<file path="config.mk">
export PLATFORM = sky130hd
export DESIGN_NAME = laser_link_ctrl
export DESIGN_NICKNAME = d
export VERILOG_FILES = /design/src/rtl/laser_link_pkg.sv /design/src/rtl/laser_link_ctrl_rx_skid_fifo.sv /design/src/rtl/laser_link_ctrl.sv
export SDC_FILE = /design/constraint.sdc
export NUM_CORES = 1
export LEC_CHECK = 0
export CAP_MARGIN = 20
export CORE_MARGIN = 2
export CORE_UTILIZATION = 50
export CTS_BUF_LIST = sky130_fd_sc_hd__clkbuf_16
export DETAILED_ROUTE_END_ITERATION = 8
export GPL_ROUTABILITY_DRIVEN = 0
export GPL_TIMING_DRIVEN = 0
export HOLD_SLACK_MARGIN = 0.1
export PLACE_DENSITY_LB_ADDON = 0.08
export RECOVER_POWER = 50
export SLEW_MARGIN = 0
export SYNTH_ARGS = -nofsm -noshare
export SYNTH_HDL_FRONTEND = slang
export SYNTH_SLANG_ARGS = --single-unit
export TNS_END_PERCENT = 20
</file>
<file path="constraint.sdc">
create_clock -name clock_i -period 4.1 [get_ports clock_i]
set_clock_uncertainty 0.15 [all_clocks]
set_input_delay 0.82 -clock clock_i [delete_from_list [all_inputs] [get_ports clock_i]]
set_output_delay 0.82 -clock clock_i [all_outputs]
set_load 0.005 [all_outputs]
</file>
<file path="src/rtl/laser_link_pkg.sv">
// laser_link_pkg: shared mode/state types and small helpers for the laser link controller.
package laser_link_pkg;
    typedef enum logic [1:0] {MODE_ECHO, MODE_LINK, MODE_LOOPBACK, MODE_BEACON} mode_t;
    typedef enum logic [1:0] {IDLE, FETCH, DISPATCH} state_t;
    function automatic int lane_w(input int n);
        return (n > 1) ? $clog2(n) : 1;
    endfunction
    function automatic logic [15:0] sat_add(input logic [15:0] a, input logic [3:0] b);
        logic [16:0] s;
        s = {1'b0, a} + {13'd0, b};
        return s[16] ? 16'hFFFF : s[15:0];
    endfunction
endpackage

</file>
<file path="src/rtl/laser_link_ctrl_rx_skid_fifo.sv">
// rx_skid_fifo: first-word-fall-through register FIFO holding laser RX bytes until the host queue accepts them.
module rx_skid_fifo #(
    parameter int WIDTH = 8,
    parameter int DEPTH = 4
) (
    input  logic             clock_i,
    input  logic             reset_n_i,
    input  logic             push_i,
    input  logic             pop_i,
    input  logic [WIDTH-1:0] data_i,
    output logic [WIDTH-1:0] data_o,
    output logic             full_o,
    output logic             empty_o
);
    localparam int AW = $clog2(DEPTH);
    logic [WIDTH-1:0] mem_q [DEPTH];
    logic [AW-1:0] wr_q;
    logic [AW-1:0] rd_q;
    logic [AW:0] cnt_q;
    logic wr_en;
    logic rd_en;
    assign full_o = cnt_q == (AW+1)'(DEPTH);
    assign empty_o = cnt_q == '0;
    assign rd_en = pop_i && !empty_o;
    // a pop in the same cycle frees the slot a full FIFO needs for the push
    assign wr_en = push_i && (!full_o || rd_en);
    assign data_o = mem_q[rd_q];
    always_ff @(posedge clock_i or negedge reset_n_i) begin
        if (!reset_n_i) begin
            wr_q <= '0;
            rd_q <= '0;
            cnt_q <= '0;
        end else begin
            wr_q <= wr_q + AW'(wr_en);
            rd_q <= rd_q + AW'(rd_en);
            cnt_q <= cnt_q + (AW+1)'(wr_en) - (AW+1)'(rd_en);
        end
    end
    always_ff @(posedge clock_i) begin
        if (wr_en) mem_q[wr_q] <= data_i;
    end
endmodule

</file>
<file path="src/rtl/laser_link_ctrl.sv">
// laser_link_ctrl: mode-selectable byte router between host FTDI queues, NUM_LANES laser TX lanes and one laser RX.
module laser_link_ctrl
    import laser_link_pkg::*;
#(
    parameter int               WIDTH      = 8,
    parameter int               NUM_LANES  = 2,
    parameter int               RX_DEPTH   = 4,
    parameter logic [WIDTH-1:0] BEACON     = 8'h0A,
    parameter int               TX_TIMEOUT = 4096
) (
    input  logic                 clock_i,
    input  logic                 reset_n_i,
    input  logic                 en_i,
    input  logic [1:0]           mode_i,
    input  logic                 rdq_empty_i,
    input  logic [WIDTH-1:0]     rdq_data_i,
    output logic                 rdq_rdreq_o,
    input  logic                 wrq_full_i,
    output logic                 wrq_wrreq_o,
    output logic [WIDTH-1:0]     wrq_data_o,
    output logic [NUM_LANES-1:0] tx_start_o,
    output logic [WIDTH-1:0]     tx_data_o,
    input  logic [NUM_LANES-1:0] tx_done_i,
    input  logic                 rx_valid_i,
    input  logic [WIDTH-1:0]     rx_data_i,
    output logic [NUM_LANES-1:0] lane_busy_o,
    output logic [15:0]          rx_drop_count_o,
    output logic [15:0]          timeout_count_o
);
    localparam int LW = lane_w(NUM_LANES);
    localparam int TW = $clog2(TX_TIMEOUT + 1);
    state_t state_q, state_d;
    mode_t mode_q, am;
    logic run_q;
    logic [LW-1:0] rr_q, rr_d, pick, pick_nxt, idx;
    logic pick_ok;
    logic [WIDTH-1:0] hold_q, hold_d;
    logic [NUM_LANES-1:0] busy_q, tmo;
    logic [TW-1:0] timer_q [NUM_LANES];
    logic [3:0] tmo_n;
    logic [15:0] drop_q, to_q;
    logic go, pop, drop, skid_full, skid_empty;
    logic [WIDTH-1:0] skid_data;
    assign am = (state_q == IDLE) ? mode_t'(mode_i) : mode_q;
    // run_q keeps launch strobes quiet until the first clock after reset release
    assign go = run_q && en_i;
    assign drop = rx_valid_i && skid_full && !pop;
    assign lane_busy_o = busy_q;
    assign rx_drop_count_o = drop_q;
    assign timeout_count_o = to_q;
    rx_skid_fifo #(.WIDTH(WIDTH), .DEPTH(RX_DEPTH)) u_skid (
        .clock_i(clock_i),
        .reset_n_i(reset_n_i),
        .push_i(rx_valid_i),
        .pop_i(pop),
        .data_i(rx_data_i),
        .data_o(skid_data),
        .full_o(skid_full),
        .empty_o(skid_empty)
    );
    always_comb begin
        pick = '0;
        pick_ok = 1'b0;
        idx = '0;
        tmo = '0;
        tmo_n = '0;
        for (int k = 0; k < NUM_LANES; k++) begin
            idx = LW'((int'(rr_q) + k) % NUM_LANES);
            if (!pick_ok && !busy_q[idx]) begin
                pick = idx;
                pick_ok = 1'b1;
            end
            tmo[k] = busy_q[k] && !tx_done_i[k] && timer_q[k] == TW'(TX_TIMEOUT - 1);
            tmo_n = tmo_n + 4'(tmo[k]);
        end
        pick_nxt = (int'(pick) == NUM_LANES - 1) ? '0 : pick + LW'(1);
    end
    always_comb begin
        state_d = state_q;
        hold_d = hold_q;
        rr_d = rr_q;
        pop = 1'b0;
        rdq_rdreq_o = 1'b0;
        wrq_wrreq_o = 1'b0;
        wrq_data_o = '0;
        tx_start_o = '0;
        tx_data_o = '0;
        case (state_q)
            IDLE: begin
                if (go && am == MODE_ECHO && !rdq_empty_i && !wrq_full_i) begin
                    rdq_rdreq_o = 1'b1;
                    state_d = FETCH;
                end else if (go && am == MODE_LINK && !rdq_empty_i && pick_ok) begin
                    rdq_rdreq_o = 1'b1;
                    state_d = FETCH;
                end else if (go && am == MODE_LOOPBACK && !skid_empty && pick_ok) begin
                    pop = 1'b1;
                    tx_start_o = NUM_LANES'(1) << pick;
                    tx_data_o = skid_data;
                    rr_d = pick_nxt;
                end else if (go && am == MODE_BEACON && pick_ok) begin
                    tx_start_o = ~busy_q;
                    tx_data_o = BEACON;
                end
            end
            FETCH: begin
                // an echo byte meeting a full host queue is parked in DISPATCH instead of lost
                if (mode_q != MODE_ECHO || wrq_full_i) begin
                    hold_d = rdq_data_i;
                    state_d = DISPATCH;
                end else begin
                    wrq_wrreq_o = 1'b1;
                    wrq_data_o = rdq_data_i;
                    if (go && !rdq_empty_i) rdq_rdreq_o = 1'b1;
                    else state_d = IDLE;
                end
            end
            DISPATCH: begin
                if (mode_q == MODE_ECHO) begin
                    if (!wrq_full_i) begin
                        wrq_wrreq_o = 1'b1;
                        wrq_data_o = hold_q;
                        state_d = IDLE;
                    end
                end else if (pick_ok) begin
                    tx_start_o = NUM_LANES'(1) << pick;
                    tx_data_o = hold_q;
                    rr_d = pick_nxt;
                    state_d = IDLE;
                end
            end
            default: state_d = IDLE;
        endcase
        if (run_q && am != MODE_LOOPBACK && !wrq_wrreq_o && !wrq_full_i && !skid_empty) begin
            pop = 1'b1;
            wrq_wrreq_o = 1'b1;
            wrq_data_o = skid_data;
        end
    end
    always_ff @(posedge clock_i or negedge reset_n_i) begin
        if (!reset_n_i) begin
            state_q <= IDLE;
            mode_q <= MODE_ECHO;
            run_q <= 1'b0;
            rr_q <= '0;
            hold_q <= '0;
            busy_q <= '0;
            drop_q <= '0;
            to_q <= '0;
            for (int i = 0; i < NUM_LANES; i++) timer_q[i] <= '0;
        end else begin
            state_q <= state_d;
            mode_q <= am;
            run_q <= 1'b1;
            rr_q <= rr_d;
            hold_q <= hold_d;
            drop_q <= sat_add(drop_q, {3'd0, drop});
            to_q <= sat_add(to_q, tmo_n);
            for (int i = 0; i < NUM_LANES; i++) begin
                if (tx_start_o[i]) begin
                    busy_q[i] <= 1'b1;
                    timer_q[i] <= '0;
                end else if (tmo[i] || (busy_q[i] && tx_done_i[i])) begin
                    busy_q[i] <= 1'b0;
                end else if (busy_q[i]) begin
                    timer_q[i] <= timer_q[i] + TW'(1);
                end
            end
        end
    end
endmodule

</file>
==> results of run 1 <==
==> worst max-delay path: cells and delay by family, from the launching register on <==
kind            cells  cell delay, ps
compound gates      2             650
fa+ha+maj           1             200
buf+inv             4             860
flops               1             370
simple gates        2             570
==> sequential cells by signal, summed over array words and instances (netlist names), 2 cells and up <==
name	cells
hold_q	8
lane_busy_o	2
mode_q	2
rx_drop_count_o	16
state_q	2
timeout_count_o	16
timer_q	26
u_skid.cnt_q	3
u_skid.mem_q	32
u_skid.rd_q	2
u_skid.wr_q	2
==> cell usage in the layout, fill, tap and decap left out, types with 8 or more instances in the layout <==
cell / count
nor3_1: 15
nand2_1: 50
and3_1: 11
nand4_1: 17
xnor2_1: 17
a21oi_1: 8
nand3_1: 18
nor2_1: 50
mux4_2: 8
clkbuf_16: 17
mux2_2: 10
edfxtp_1: 32
inv_1: 11
buf_4: 14
clkbuf_1: 8
o21ai_0: 21
xor2_1: 21
dlygate4sd3_1: 8
clkdlybuf4s50_1: 64
a22oi_1: 9
dfrtp_1: 81
ha_1: 11
==> area by class of cell <==
cell class / count / area (um^2)
Clock buffer: 17 / 425
Tap cell: 140 / 175
Buffer: 13 / 73.8
Multi-Input combinational cell: 352 / 2490
Sequential cell: 113 / 2990
Inverter: 12 / 45.0
Fill cell: 832 / 3530
Clock inverter: 15 / 159
Timing Repair Buffer: 94 / 910
==> cells by family (layout without fill, tap and decap cells) <==
| logic type | count (synthesis) | in the layout | synth area share |
|---|---|---|---|
| and+or+nand+nor | 214 | 214 | 0.200 |
| DFF | 113 | 113 | 0.542 |
| AOI/OAI and AO/OA | 61 | 61 | 0.0770 |
| xor gates and xnor gates | 38 | 38 | 0.0604 |
| buffers and inverters | 26 | 151 | 0.0207 |
| muxes | 25 | 25 | 0.0668 |
| adders and majority gates | 13 | 13 | 0.0323 |
| other | 1 | 1 | 0.000681 |
==> power by group through the flow <==
stage | sequential (W) | combinational, W | clock [W]
6_report | 0.00156 | 0.00129 | 0.00145
5_1_grt | 0.00159 | 0.00141 | 0.00153
4_1_cts | 0.00155 | 0.00124 | 0.00148
3_5_place_dp | 0.00157 | 0.00120 | 0
3_3_place_gp | 0.00155 | 0.00115 | 0
2_1_floorplan | 0.00153 | 0.000774 | 0
==> routing by layer <==
metal | wire length [um] | vias to the layer above
met3 | 549 | 13
li1 | - | 2006
met4 | 181 | 0
met5 | 0 | -
met1 | 5640 | 2070
met2 | 6360 | 91
==> path summary, 6_finish.rpt <==
kind	startpoint	endpoint	slack, ps	cells after the start
worst max-delay path	state_q[0]	tx_data_o[7]	40	9
worst min-delay path	rx_drop_count_o[15]	rx_drop_count_o[15]	360	1
worst max register to register	state_q[0]	rx_drop_count_o[11]	440	16
worst min register to register	rx_drop_count_o[15]	rx_drop_count_o[15]	360	1
max in group asynchronous	reset_n_i	state_q[1]	1140	2
min in group asynchronous	reset_n_i	rx_drop_count_o[7]	570	1
==> per-stage QoR <==
stage / util / instance area, um^2 / worst slack, ps / setup TNS (ps)
floorplan: - / 5510 / 234 / 0
global placement: 0.600 / 6470 / -940 / -96410
detailed placement: 0.604 / 6520 / -934 / -15420
CTS: 0.663 / 7160 / -100 / -533
global route: 0.673 / 7260 / -70.2 / -123
finish: 0.673 / 7260 / 40.7 / 0
==> what timing repair did <==
item | in CTS | in global routing
hold buffers | 0 | 0
setup endpoints to repair | 31 | 22
gates resized for setup | 10 | 17
pin swaps | 3 | 8
buffers inserted | 3 | 8
==> qor.csv, run 1 <==
stage,metric,value,unit
critical_path,critical path type,reg2out,
placed_design,Cells after DPL,714,
status,status,"complete, no violations",
synthesis,post-synth top area share,0.368,
synthesis,Synth Warn #,0,
clock_network,CTS tree,yes,
detailed_routing,DRC,0,
global_route,total routing usage reported by global routing,0.232,
flow_run,Max Cap Viol,0,
clock_network,CTS H-tree lvls,4,
critical_path,CP endpoint kind,output pin,
cells_and_area,layout cells sized above 1,0.141,
synthesis,distinct cell type count after synthesis,58,
pwr,Switching Fraction,0.317,
cells_and_area,Layout Nets,642,
critical_path,CP Launch Type,flop,
die,core box area,0.0108,mm^2
synthesis,"Avg Cell Area, Syn",11.2,um^2
critical_path,CP max FO,9,
cells_and_area,Non-Filler Instances,756,
global_route,initial antenna violation count,0,
critical_path,Worst Path Arrival,3090,ps
critical_path,Critical Path Max Stage Delay,500,ps
global_route,GRT busiest layer,met2,
sta,RSZ-0062 raised after global routing,yes,
pwr,total power,0.00429,W
min_path,Worst Hold Class,reg2reg,
placed_design,hpwl dp,8.60,mm
sta,Final Hold Fails,0,
sta,Slew @ Worst Pin,1430,ps
clock_network,CTS Sinks,113,
global_route,met1 Use GR,0.297,
synthesis,main flop type after synthesis,dfrtp_1,
synthesis,"Seq/Total Area, Yosys",0.542,
die,Initial Utilization,0.510,
pwr,Logic pwr share,0.300,
detailed_routing,Vias/cell,5.53,
die,Die Y,109,um
placed_design,port bufs,79,
global_route,met3 Use GR,0.0669,
detailed_routing,Initial DRC Count,260,
detailed_routing,Vias,4180,
pwr,total leakage power,3.15,nW
die,die area,0.0119,mm^2
pwr,maximum VDD drop,407,uV
synthesis,Synth area leader,dfrtp_1,
sta,max-slew violation count,0,
global_route,global-route wire length before repair,20.7,mm
synthesis,register bit count reported by yosys,113,
clock_network,clock-pin slew on the worst setup and hold paths,50,ps
die,# rows,38,
detailed_routing,routed len/inst,16.8,um
synthesis,Post-synth EDFFs,32,
pwr,Reg power frac,0.363,
cells_and_area,# diodes,0,
sta,Slew Limit Headroom,0.0450,
pwr,P_sw,0.00136,W
die,I/O pin count,80,
global_route,pin count of the biggest net entering global routing,58,
synthesis,"Cell Area, Synth",0.00551,mm^2
synthesis,post-synthesis instance total,491,
global_route,vias in the first global route,4195,
critical_path,worst-path cell chain,"inv_2, ha_1, buf_6, or3b_4, a2111o_1, buf_4, nor2_4, a22o_1, clkdlybuf4s50_1",
sta,Achievable Freq,0.246,GHz
sta,post-layout min period,4060,ps
clock_network,worst-skew pair later-pin latency,420,ps
pwr,power per cell area,591,mW/mm^2
sta,Tcrit/Tclk final,0.990,
global_route,grt total ovfl,0,
detailed_routing,1st-pass router iterations,5,
detailed_routing,"antenna viol nets, final",0,
die,Die Width,109,um
synthesis,Synth area leaders,"dfrtp_1 37%, edfxtp_1 17%, nand2_1 3.4%, nor2_1 3.4%, xor2_1 3.3%",
detailed_routing,final wirelength,12.7,mm
synthesis,Post-synth ARST share,0.717,
clock_network,Num CTS Buffers,17,
synthesis,most instantiated library cell after synthesis,dfrtp_1,
critical_path,Critical-path top delay cell,clkdlybuf4s50_1,
synthesis,synth cell count leaders,"81 x dfrtp_1, 50 x nand2_1, 50 x nor2_1",
clock_network,Max Buffers Root-to-Sink,2,
synthesis,Synth Net Count,530,
sta,WHS,362,ps
pwr,Clk pwr share,0.337,
cells_and_area,Area Growth Syn to Fin,31.8,%
clock_network,root buf cell,clkbuf_16,
pwr,Internal,0.00293,W
sta,Setup-failing EPs final,0,
critical_path,CP required,3130,ps
global_route,M2 GR Usage,0.371,
Power figures use the tool's default switching activity.
==> inputs of run 2 (changes only) <==
--- a/config.mk
+++ b/config.mk
@@ -6,6 +6,7 @@
 export NUM_CORES = 1
 export LEC_CHECK = 0
 export CAP_MARGIN = 20
+export CORE_ASPECT_RATIO = 0.7
 export CORE_MARGIN = 2
 export CORE_UTILIZATION = 50
 export CTS_BUF_LIST = sky130_fd_sc_hd__clkbuf_16
@@ -15,7 +16,7 @@
 export HOLD_SLACK_MARGIN = 0.1
 export PLACE_DENSITY_LB_ADDON = 0.08
 export RECOVER_POWER = 50
-export SLEW_MARGIN = 0
+export SLEW_MARGIN = 25
 export SYNTH_ARGS = -nofsm -noshare
 export SYNTH_HDL_FRONTEND = slang
 export SYNTH_SLANG_ARGS = --single-unit
==> qor.csv, run 2 (synthesis results as in run 1) <==
stage,metric,value,unit
clock_network,clock-pin slew on the worst setup and hold paths,60,ps
critical_path,worst reg2reg path startpoint,state_q[0],
sta,Slew Limit Headroom,-0.359,
pwr,maximum VDD drop,344,uV
detailed_routing,"antenna viol nets, final",0,
critical_path,CP Launch Type,input pin,
pwr,total leakage power,3.17,nW
pwr,power per cell area,591,mW/mm^2
global_route,total routing usage reported by global routing,0.221,
global_route,pin count of the biggest net entering global routing,46,
placed_design,placed inst area,0.00653,mm^2
sta,Final Hold Fails,0,
clock_network,CTS tree,yes,
placed_design,hpwl dp,8.41,mm
min_path,hold depth,1,
critical_path,Register-to-Register Path Depth,16,
critical_path,CP endpoint kind,output pin,
cells_and_area,layout cells sized above 1,0.153,
sta,Setup-failing EPs final,0,
pwr,Logic pwr share,0.303,
die,die area,0.0119,mm^2
global_route,initial antenna violation count,0,
clock_network,worst-skew pair later-pin latency,410,ps
sta,Achievable Freq,0.248,GHz
die,core box area,0.0109,mm^2
critical_path,R2R Path End,rx_drop_count_o[11],
cells_and_area,Layout Nets,645,
status,status,finished with violations,
cells_and_area,Post-Layout Inst Area,0.00732,mm^2
detailed_routing,1st-pass router iterations,5,
sta,post-layout min period,4040,ps
cells_and_area,Area Growth Syn to Fin,32.9,%
cells_and_area,# fillers,851,
flow_run,Max Cap Viol,1,
critical_path,R2R setup slack,540,ps
critical_path,CP max FO,4,
critical_path,critical path type,in2out,
detailed_routing,Vias/cell,5.50,
cells_and_area,"commonest non-fill, non-tap cell in the layout",dfrtp_1,
clock_network,CTS H-tree lvls,4,
cells_and_area,Biggest register,u_skid.mem_q,
min_path,Worst Hold Class,reg2reg,
die,# rows,32,
status,failing checks,"max-capacitance violations, max-slew violations",
die,Die Width,129,um
cells_and_area,# diodes,0,
detailed_routing,Initial DRC Count,316,
clock_network,Num CTS Buffers,17,
global_route,global-route wire length before repair,20.3,mm
die,Initial Utilization,0.506,
cells_and_area,"leading cell types in the layout, fill and taps excluded","81 x dfrtp_1, 63 x clkdlybuf4s50_1, 50 x nand2_1",
sta,Fin Setup TNS,0,ps
die,I/O pin count,80,
critical_path,CP required,3130,ps
clock_network,root buf cell,clkbuf_16,
clock_network,CTS Sinks,113,
clock_network,Max Buffers Root-to-Sink,2,
pwr,Internal,0.00292,W
critical_path,Worst Path Arrival,3070,ps
detailed_routing,final wirelength,12.6,mm
global_route,vias in the first global route,4097,
pwr,Switching Fraction,0.326,
sta,Slew @ Worst Pin,2040,ps
min_path,Hold Path Origin,rx_drop_count_o[15],
pwr,Reg power frac,0.360,
clock_network,cts hold-fix bufs,0,
sta,Tcrit/Tclk final,0.984,
cells_and_area,Largest regs,"u_skid.mem_q: 32 flops, timer_q: 26 flops",
global_route,grt total ovfl,0,
pwr,Clk pwr share,0.337,
detailed_routing,routed len/inst,16.3,um
pwr,P_sw,0.00141,W
die,Die Y,91.8,um
cells_and_area,Largest register FFs,32,
sta,max-slew violation count,38,
sta,RSZ-0062 raised after global routing,yes,
placed_design,port bufs,79,
detailed_routing,Vias,4244,
min_path,WHS Endpoint,rx_drop_count_o[15],
detailed_routing,DRC,0,
==> run 2: cell count changes in the layout (fill, tap and decap cells not counted), moves of 2 or more <==
cell	previous run	this run
inv_8	0	4
nor3b_1	4	2
nor2_2	0	2
nor3b_2	0	2
buf_4	14	17
clkinvlp_4	5	1
inv_6	3	7
==> run 2: power by group through the flow <==
stage / Clock, W / Sequential (W) / Combinational, W
2_1_floorplan: 0 / 0.00153 / 0.000774
3_3_place_gp: 0 / 0.00155 / 0.00116
3_5_place_dp: 0 / 0.00157 / 0.00120
4_1_cts: 0.00149 / 0.00155 / 0.00124
5_1_grt: 0.00155 / 0.00158 / 0.00144
6_report: 0.00146 / 0.00156 / 0.00131
==> run 2: worst max path at each step <==
stage,endpoint,slack (ps),depth (start not counted),start
global route,tx_data_o[1],-20,7,mode_i[1]
CTS,tx_start_o[1],-140,7,mode_i[0]
floorplan,rx_drop_count_o[9],230,12,wrq_full_i
finish,tx_data_o[1],60,7,mode_i[1]
global placement,rx_drop_count_o[9],-1030,13,wrq_full_i
detailed placement,rx_drop_count_o[9],-1070,13,wrq_full_i
==> run 2: timing repair <==
action                     in CTS  in global routing
pin swaps                       2                  6
setup endpoints to repair      34                 32
buffers inserted                3                 14
gates cloned                    0                  1
gates resized for setup         9                 21
==> run 2: critical path: stages <==
cell             delay (ps)
clkdlybuf4s50_1         600
mux2i_1                 170
a2111oi_2               250
nand2b_1                220
buf_4                   200
o21ai_0                 260
clkdlybuf4s50_1         560
==> run 2: per-layer routing <==
metal | track usage | routed length, um
met1 | 0.316 | 6100
met2 | 0.327 | 5820
met3 | 0.0665 | 612
met4 | 0.0636 | 74
met5 | 0 | 0
==> run 2: final cells by class <==
cell class              instances  area (um^2)  share of cell area
clock inverters                15          161              0.0220
clock buffers                  17          425              0.0581
inverters                      12         45.0             0.00615
well taps                     153          191              0.0261
plain buffers                  12         71.3             0.00974
flip-flops and latches        113         2990               0.408
multi-input cells             353         2510               0.343
repair buffers                 97          931               0.127
==> run 2: per-stage QoR <==
step	total power, W	setup slack [ps]	hold slack [ps]	util	std cells
after global routing	0.00457	-24.8	388	0.672	772
final	0.00433	63.6	349	0.672	772
after detailed placement	0.00277	-1070	338	0.600	724
after CTS	0.00428	-143	243	0.658	757
after global placement	0.00271	-1030	327	0.596	723
after floorplan	0.00230	234	332	-	491
